File: config.mk
export PLATFORM = sky130hd
export DESIGN_NAME = expr_conv_scheduler_flat
export DESIGN_NICKNAME = d
export VERILOG_FILES = /design/src/rtl/expr_conv_scheduler_if.sv /design/src/rtl/expr_conv_scheduler.sv /design/src/flat_wrapper.sv
export SDC_FILE = /design/constraint.sdc
export NUM_CORES = 1
export LEC_CHECK = 0
export CORE_UTILIZATION = 47
export DETAILED_ROUTE_END_ITERATION = 8
export PLACE_DENSITY_LB_ADDON = 0.08
export SETUP_SLACK_MARGIN = 0.3
export SLEW_MARGIN = 15
export SYNTH_ARGS = -nofsm -noshare
export SYNTH_HDL_FRONTEND = slang
export SYNTH_SLANG_ARGS = --single-unit
File: constraint.sdc
create_clock -name clk -period 2 [get_ports clk]
set_input_delay 0.4 -clock clk [delete_from_list [all_inputs] [get_ports clk]]
set_output_delay 0.4 -clock clk [all_outputs]
set_load 0.01 [all_outputs]
File: src/rtl/expr_conv_scheduler_if.sv
// Requester/converter signal bundle for expr_conv_scheduler.
// slave = scheduler side, master = requesters plus converter side.
interface expr_conv_scheduler_if #(
    parameter int W = 8
);
    logic [1:0]   Req;
    logic [W-1:0] SymIn0;
    logic [W-1:0] SymIn1;
    logic [1:0]   SymValid;
    logic [1:0]   SymReady;
    logic [1:0]   Gnt;
    logic [1:0]   Done;
    logic [1:0]   Trunc;
    logic         Busy;
    logic         ConvST;
    logic [W-1:0] ConvSym;
    logic         ConvReady;

    modport slave (
        input  Req, SymIn0, SymIn1, SymValid, ConvReady,
        output SymReady, Gnt, Done, Trunc, Busy, ConvST, ConvSym
    );

    modport master (
        output Req, SymIn0, SymIn1, SymValid, ConvReady,
        input  SymReady, Gnt, Done, Trunc, Busy, ConvST, ConvSym
    );
endinterface

File: src/rtl/expr_conv_scheduler.sv
// Round-robin scheduler sharing one infix-to-postfix converter between two requesters.
// Optional WAIT watchdog with Err output is enabled by defining SCHED_TIMEOUT_EN.
module expr_conv_scheduler #(
    parameter int W       = 8,
    parameter int N       = 32,
    parameter int TIMEOUT = 256
) (
    input  logic                 clk,
    input  logic                 Reset_n,
    expr_conv_scheduler_if.slave bus
`ifdef SCHED_TIMEOUT_EN
    ,
    output logic                 Err
`endif
);
    localparam int           CW  = $clog2(N);
    localparam logic [W-1:0] DOT = W'(8'h2E);

    typedef enum logic [2:0] {IDLE, ARB, START, STREAM, INJECT, WAIT, DONE} state_t;

    state_t        state, state_n;
    logic          ptr;
    logic [CW-1:0] count;
    logic          guard;
    logic          sel;
    logic          arb_pick;
    logic          req_g;
    logic          vld_g;
    logic [W-1:0]  sym_g;
    logic          ready_exit;
    logic          timeout_hit;

    assign sel          = bus.Gnt[1];
    assign req_g        = bus.Req[sel];
    assign vld_g        = bus.SymValid[sel];
    assign sym_g        = sel ? bus.SymIn1 : bus.SymIn0;
    assign arb_pick     = bus.Req[ptr] ? ptr : ~ptr;
    assign ready_exit   = !guard && bus.ConvReady;
    assign bus.SymReady = (state == STREAM) ? bus.Gnt : 2'b00;

`ifdef SCHED_TIMEOUT_EN
    localparam int TW = $clog2(TIMEOUT + 1);
    logic [TW-1:0] wait_cnt;

    assign timeout_hit = (wait_cnt == TW'(TIMEOUT - 1));

    // Held at zero outside WAIT, so every WAIT entry starts a fresh count
    always_ff @(posedge clk or negedge Reset_n) begin
        if (!Reset_n)           wait_cnt <= '0;
        else if (state != WAIT) wait_cnt <= '0;
        else                    wait_cnt <= wait_cnt + 1'b1;
    end
`else
    assign timeout_hit = 1'b0;
`endif

    always_ff @(posedge clk or negedge Reset_n) begin
        if (!Reset_n) state <= IDLE;
        else          state <= state_n;
    end

    always_comb begin
        state_n = state;
        case (state)
            IDLE:    if ((|bus.Req) && bus.ConvReady) state_n = ARB;
            ARB:     state_n = START;
            START:   state_n = STREAM;
            STREAM: begin
                if (!req_g) begin
                    state_n = WAIT;
                end else if (vld_g) begin
                    if (sym_g == DOT)                state_n = WAIT;
                    else if (count == CW'(N - 2))    state_n = INJECT;
                end
            end
            INJECT:  state_n = WAIT;
            WAIT:    if (ready_exit || timeout_hit) state_n = DONE;
            DONE:    state_n = IDLE;
            default: state_n = IDLE;
        endcase
    end

    always_ff @(posedge clk or negedge Reset_n) begin
        if (!Reset_n) begin
            bus.Gnt     <= 2'b00;
            bus.Done    <= 2'b00;
            bus.Trunc   <= 2'b00;
            bus.Busy    <= 1'b0;
            bus.ConvST  <= 1'b0;
            bus.ConvSym <= '0;
            ptr         <= 1'b0;
            count       <= '0;
            guard       <= 1'b0;
`ifdef SCHED_TIMEOUT_EN
            Err         <= 1'b0;
`endif
        end else begin
            bus.ConvST  <= (state == START);
            bus.Busy    <= (state_n != IDLE);
            bus.Done    <= 2'b00;
            bus.ConvSym <= '0;
            guard       <= (state_n == WAIT) && (state != WAIT);
`ifdef SCHED_TIMEOUT_EN
            Err         <= (state == WAIT) && (state_n == DONE) && !ready_exit;
`endif
            case (state)
                ARB: begin
                    bus.Gnt             <= arb_pick ? 2'b10 : 2'b01;
                    bus.Trunc[arb_pick] <= 1'b0;
                end
                STREAM: begin
                    // A dropped request ends the job with an injected terminator
                    if (!req_g) begin
                        bus.ConvSym    <= DOT;
                        bus.Trunc[sel] <= 1'b1;
                    end else if (vld_g) begin
                        bus.ConvSym <= sym_g;
                        count       <= count + 1'b1;
                    end
                end
                INJECT: begin
                    bus.ConvSym    <= DOT;
                    bus.Trunc[sel] <= 1'b1;
                end
                DONE: begin
                    bus.Gnt <= 2'b00;
                    count   <= '0;
                    ptr     <= ~sel;
                end
                default: ;
            endcase
            if ((state == WAIT) && (state_n == DONE)) bus.Done <= bus.Gnt;
        end
    end
endmodule

File: src/flat_wrapper.sv
// flat-port wrapper written by rule: the top's interface ports become plain ports
module expr_conv_scheduler_flat 
#(
    parameter int W       = 8,
    parameter int N       = 32,
    parameter int TIMEOUT = 256
)
  (clk, Reset_n, bus_Req, bus_SymIn0, bus_SymIn1, bus_SymValid, bus_ConvReady, bus_SymReady, bus_Gnt, bus_Done, bus_Trunc, bus_Busy, bus_ConvST, bus_ConvSym);
  expr_conv_scheduler_if #(.W(W)) bus_i ();
  input  logic clk;
  input  logic Reset_n;
  input wire logic [$bits(bus_i.Req)-1:0] bus_Req;
  input wire logic [$bits(bus_i.SymIn0)-1:0] bus_SymIn0;
  input wire logic [$bits(bus_i.SymIn1)-1:0] bus_SymIn1;
  input wire logic [$bits(bus_i.SymValid)-1:0] bus_SymValid;
  input wire logic [$bits(bus_i.ConvReady)-1:0] bus_ConvReady;
  output wire logic [$bits(bus_i.SymReady)-1:0] bus_SymReady;
  output wire logic [$bits(bus_i.Gnt)-1:0] bus_Gnt;
  output wire logic [$bits(bus_i.Done)-1:0] bus_Done;
  output wire logic [$bits(bus_i.Trunc)-1:0] bus_Trunc;
  output wire logic [$bits(bus_i.Busy)-1:0] bus_Busy;
  output wire logic [$bits(bus_i.ConvST)-1:0] bus_ConvST;
  output wire logic [$bits(bus_i.ConvSym)-1:0] bus_ConvSym;
  assign bus_i.Req = bus_Req;
  assign bus_i.SymIn0 = bus_SymIn0;
  assign bus_i.SymIn1 = bus_SymIn1;
  assign bus_i.SymValid = bus_SymValid;
  assign bus_i.ConvReady = bus_ConvReady;
  assign bus_SymReady = bus_i.SymReady;
  assign bus_Gnt = bus_i.Gnt;
  assign bus_Done = bus_i.Done;
  assign bus_Trunc = bus_i.Trunc;
  assign bus_Busy = bus_i.Busy;
  assign bus_ConvST = bus_i.ConvST;
  assign bus_ConvSym = bus_i.ConvSym;
  expr_conv_scheduler #(.W(W), .N(N), .TIMEOUT(TIMEOUT)) u_core (.clk(clk), .Reset_n(Reset_n), .bus(bus_i));
endmodule
## Yosys cells after proc, flatten, opt, wreduce, memory -nomap -nowiden

Cells that the tools add are included.
Widths: inputs -> output; s select.

| storage, ports and cells | value |
|---|---|
| flip-flop bits (word level) | 26 |
| latch bits | 0 |
| RAM bits | 0 |
| memory bits (read-only) | 0 |
| input port bits | 23 |
| logic and storage cells | 81 |
| memories | 0 |

| cells by class | value |
|---|---|
| $add $sub $neg | 1 |
| $mul | 0 |
| div/mod/pow operators | 0 |
| $lt $le $gt $ge | 5 |
| equal/unequal tests | 14 |
| shift-type cells | 0 |
| mux-type cells | 31 |
| bitwise gates (word level) | 5 |
| reductions and logical operators | 15 |

Operators with widths:

| cell | number |
|---|---|
| $mux 8 | 3 |
| $mux 3 | 6 |
| $pmux 3 s6 | 1 |
| $pmux 8 s2 | 1 |
| $eq 3x3->1 const B | 5 |
| $mux 5 | 2 |
| $pmux 5 s2 | 1 |
| $mux 1 | 9 |
| $eq 8x6->1 const B | 1 |
| $mux 2 | 4 |
| $eq 3x2->1 const B | 2 |
| $logic_and 1x1->1 | 6 |
| $lt 1x2->1 const B | 3 |
| $pmux 2 s3 | 1 |
| $reduce_bool 3->1 | 2 |
| $add 5x1->5 const B | 1 |
| $eq 5x5->1 const B | 1 |
| $ne 2x1->1 const B | 2 |
| $pmux 2 s2 | 1 |
| $reduce_bool 2->1 | 2 |
| $eq 3x1->1 const B | 1 |
| $logic_not 3->1 | 1 |
| $ne 3x3->1 const B | 1 |
| $reduce_and 3->1 | 1 |
| other kinds (10) | 13 |

## Logic depth before layout (Yosys ltp)

| depth | value |
|---|---|
| depth in word-level cells | 10 |
| depth in mapped cells | 6 |

## Worst setup path after synthesis

No wires, ideal clock.

| path | value |
|---|---|
| kind | register to register |
| start point | register u_core.state[2] |
| end point | register u_core.bus.Trunc[1] |
| library setup time | 0.131 ns |
| arrival | 1.439 ns |
| required time | 1.869 ns |
| path slack | 0.430 ns |
| cell stages (with the launch flop) | 7 |
| clock period less this slack | 1.570 ns |
| path through | dfrtp_1 -> buf_6 -> and3b_1 -> buf_6 -> a21oi_4 -> and3b_1 -> or3_1 |

| between the ends | value |
|---|---|
| longest elaborated chain between the ends | 3 |
| elaborated cells between the ends (all ways) | 7 |
| those cells by class | 4 x eq/ne; 1 x mux; 2 x reduce/logical |

Ends and longest elaborated chain:

| element | RTL line | RTL |
|---|---|---|
| start: declaration | expr_conv_scheduler.sv:21 | `state_t state, state_n;` |
| start signal: assignment | expr_conv_scheduler.sv:59 | `else state <= state_n;` |
| $eq 3x2->1 (tied with other cells) | expr_conv_scheduler.sv:106 | `case (state)` |
| $ne 2x2->1 (no source line) / $reduce_bool 3->1 (equally long branches) | - |  |
| $reduce_and 2->1 (no source line) | - |  |
| end signal: indexed assignment | expr_conv_scheduler.sv:109 | `bus.Trunc[arb_pick] <= 1'b0;` |
| end signal: indexed assignment | expr_conv_scheduler.sv:115 | `bus.Trunc[sel] <= 1'b1;` |
| end signal: indexed assignment | expr_conv_scheduler.sv:123 | `bus.Trunc[sel] <= 1'b1;` |
| end: declaration | expr_conv_scheduler_if.sv:21 | `output SymReady, Gnt, Done, Trunc, Busy, ConvST, ConvSym` |

Parallel ways exist; a longest one is shown, timed or not.
A chain may end at the register's enable or synchronous reset.

## Final worst setup path

| path | value |
|---|---|
| start point | register u_core.state[1] |
| end point | output port bus_SymReady[0] |

| between the ends | value |
|---|---|
| longest elaborated chain between the ends | 2 |

Ends and longest elaborated chain:

| element | RTL line | RTL |
|---|---|---|
| $eq 3x2->1 | expr_conv_scheduler.sv:39 | `assign bus.SymReady = (state == STREAM) ? bus.Gnt : 2'b00;` |
| $mux 2 | expr_conv_scheduler.sv:39 |  |
| end: declaration | flat_wrapper.sv:17 | `output wire logic [$bits(bus_i.SymReady)-1:0] bus_SymReady;` |

No other way between the ends.

==> impl_metrics.env <==
export IMPL_wl_mm=3.42
export IMPL_critPathCaptureType="output pin"
export IMPL_cp_max_fo=3
export IMPL_path_clk_slew_ps=150
export IMPL_n_antenna_cell=0
export IMPL_dr_wl_met2_mm=1.65
export IMPL_synth_async_reset_ratio_pct=100
export IMPL_clock_root_buffer="clkbuf_4"
export IMPL_clk_latency_ps=320
export IMPL_post_drt_wl_per_cell_um=14.3
export IMPL_cts_sinks=26
export IMPL_cp_data_required_time_ps=1600
export IMPL_tightest_slew_ps=470
export IMPL_maxSlewViolCount=0
export IMPL_grt_pass1_vias=1269
export IMPL_grt_ovfl_total=0
export IMPL_die_w_um=57.2
export IMPL_final_net_count=234
export IMPL_ir_drop_mv=0.681
export IMPL_fillers=203
export IMPL_design_core_area_mm2=0.00283
export IMPL_viasPerCell=5.64
export IMPL_setup_viol=0
export IMPL_dr_pass1_iters=7
export IMPL_cts_tree="built"
export IMPL_post_route_min_period_ps=1640
export IMPL_num_rows=19
export IMPL_clk_path_buf_depth=2
export IMPL_cts_buffers=3
export IMPL_pin_count=41
export IMPL_status="complete, but fails checks"
export IMPL_drv_cap=0
export IMPL_track_usage_pct=22.6
export IMPL_top_layer="met4"
export IMPL_h_tree_depth=1
export IMPL_ctsHoldBuffers=0
export IMPL_fin_crit_sh_pct=82.2
export IMPL_worst_r2r_cell_count=5
export IMPL_maxSlewHeadroom_pct=68.7
export IMPL_avgSynthCellArea_um2=9.25
export IMPL_fmax_mhz=608
export IMPL_worstSetupPathType="flop to output pin"
export IMPL_area_growth_pct=38.7
export IMPL_drt_iter0_drc=53
export IMPL_die_height_um=57.2
export IMPL_hpwl_mm=2.51
export IMPL_initial_core_util_pct=50.7
export IMPL_numPortBuffers=40
export IMPL_skew_ps=14.8
export IMPL_syn_nets=180
export IMPL_wl_met3_um=216
export IMPL_stdcell_count=239
export IMPL_placed_cells=227
export IMPL_power_leakage_nw=0.904
export IMPL_synth_cell_types=41
export IMPL_vias=1347
export IMPL_ys_flop_type="dfrtp_1"
export IMPL_ys_ff_latch=26
export IMPL_syn_cell_area_mm2=0.00143
export IMPL_antenna_found_initial=0
export IMPL_rsz0062_at_grt="false"
export IMPL_hold_viol_final=0
export IMPL_violations="design-rule violations"
export IMPL_ys_seq_area_share_pct=45.4
export IMPL_grt_max_degree=27
export IMPL_grt_pass1_wl_mm=5.74
export IMPL_ant_nets=0
export IMPL_synth_cells=155
export IMPL_synth_edff_count=0
export IMPL_power_density_mw_per_mm2=1360
export IMPL_hold_class="input port to async pin"
export IMPL_worst_setup_path_start_kind="flop"
export IMPL_yosys_warnings=0
export IMPL_layout_drive_gt1_share_pct=13.9
export IMPL_tns_ps=0
export IMPL_dieArea_mm2=0.00328
export IMPL_gp_congestion=0.825
export IMPL_wirelength_met1_mm=1.53
export IMPL_route_detailed_drc=4
export IMPL_arrival_ps=1240
layer usage:
metal	vias up	global-route usage, %
met4	0	6.97
met2	54	38.2
met3	4	3.40
met1	640	30.2
li1	649	-
met5	-	0
worst max-delay path: stages, from the launching register on:
cell and delay (ps):
dfrtp_1 410, and3b_2 230, and2_1 150, buf_2 130
cell usage in the layout (no fill, tap or decap), types with 2 or more instances in the layout:
cell type,instances
a211oi_1,3
a21oi_1,10
a22o_1,2
a31oi_1,3
and2_1,2
and3_1,2
buf_4,17
clkbuf_4,3
clkdlybuf4s50_1,37
dfrtp_1,25
ha_1,2
inv_1,4
mux2_1,2
mux2_2,2
mux2i_1,6
nand2_1,19
nand2b_1,4
nand3_1,4
nand3b_1,3
nor2_1,21
nor2b_1,2
nor3_1,4
nor4_1,2
o21ai_0,3
o21ai_1,2
xnor2_1,3
state kept, by name, summed over array words and instances, names as in the netlist:
register	cells
u_core.bus.ConvSym	8
u_core.count	5
u_core.state	3
u_core.bus.Done	2
u_core.bus.Gnt	2
u_core.bus.Trunc	2
u_core.bus.Busy	1
u_core.bus.ConvST	1
u_core.guard	1
u_core.ptr	1
metrics by stage:
stage	power (mW)	hold WS [ps]	worst slack [ps]	area [um^2]	util, %
2_1_floorplan	1.80	104	430	1430	-
3_3_place_gp	2.26	461	147	1890	66.8
3_5_place_dp	2.29	469	139	1890	66.8
4_1_cts	2.59	442	301	1940	68.6
5_1_grt	2.92	464	294	1990	70.3
6_report	2.71	427	355	1990	70.3
final cells by class:
| class | instances | area, um^2 | share of cell area [%] |
|---|---|---|---|
| clock buffers | 4 | 36.3 | 1.83 |
| inverters | 4 | 15.0 | 0.755 |
| multi-input cells | 118 | 734 | 36.9 |
| flip-flops and latches | 26 | 652 | 32.8 |
| well taps | 31 | 38.8 | 1.95 |
| repair buffers | 56 | 512 | 25.7 |
cells in the mapped netlist, types with 3 or more instances:
cell type,number,area (um^2)
dfrtp_1,26,651
nor2_1,21,78.8
nand2_1,19,71.3
a21oi_1,10,50.1
mux2i_1,6,60.1
inv_1,4,15.0
nand2b_1,4,25.0
nand3_1,4,20.0
nor3_1,4,20.0
a211oi_1,3,22.5
a31oi_1,3,18.8
and2_1,3,18.8
clkbuf_1,3,11.3
nand3b_1,3,22.5
o21ai_0,3,15.0
xnor2_1,3,26.3
cells by family (layout without fill, tap and decap cells):
| family | Yosys count | count (layout) | synth area share [%] |
|---|---|---|---|
| AO/OA/AOI/OAI | 31 | 31 | 14.6 |
| XOR/XNOR | 3 | 3 | 1.83 |
| adder cells (fa/ha/maj) | 2 | 2 | 1.74 |
| buffers and inverters | 11 | 64 | 4.10 |
| flip-flops | 26 | 26 | 45.4 |
| multiplexers | 10 | 10 | 7.33 |
| AND/OR/NAND/NOR | 72 | 72 | 25.0 |
final timing paths:
| kind | from | end | slack [ps] |
|---|---|---|---|
| setup / recovery | u_core.state[1]$_DFF_PN0_ | bus_SymReady[0] | 360 |
| hold / removal | Reset_n | u_core.bus.Trunc[0]$_DFFE_PN0P_ | 430 |
| setup reg to reg | u_core.bus.Gnt[1]$_DFFE_PN0P_ | u_core.bus.Trunc[1]$_DFFE_PN0P_ | 360 |
| hold reg to reg | u_core.count[4]$_DFFE_PN0P_ | u_core.count[4]$_DFFE_PN0P_ | 490 |
| max in group asynchronous | Reset_n | u_core.count[4]$_DFFE_PN0P_ | 1310 |
| min in group clk | u_core.count[4]$_DFFE_PN0P_ | u_core.count[4]$_DFFE_PN0P_ | 490 |
timing repair:
action	in CTS	in global routing
pin swaps	1	2
gates resized for setup	11	3
setup buffers	3	5
endpoints found under the setup margin	9	7
power by group:
group          switching (mW)  internal [mW]  total [mW]
Combinational           0.810          0.802        1.61
Clock                   0.156          0.111       0.268
Sequential              0.116          0.714       0.829
Total                    1.08           1.63        2.71
No activity file was read; power rests on OpenSTA's default activity.
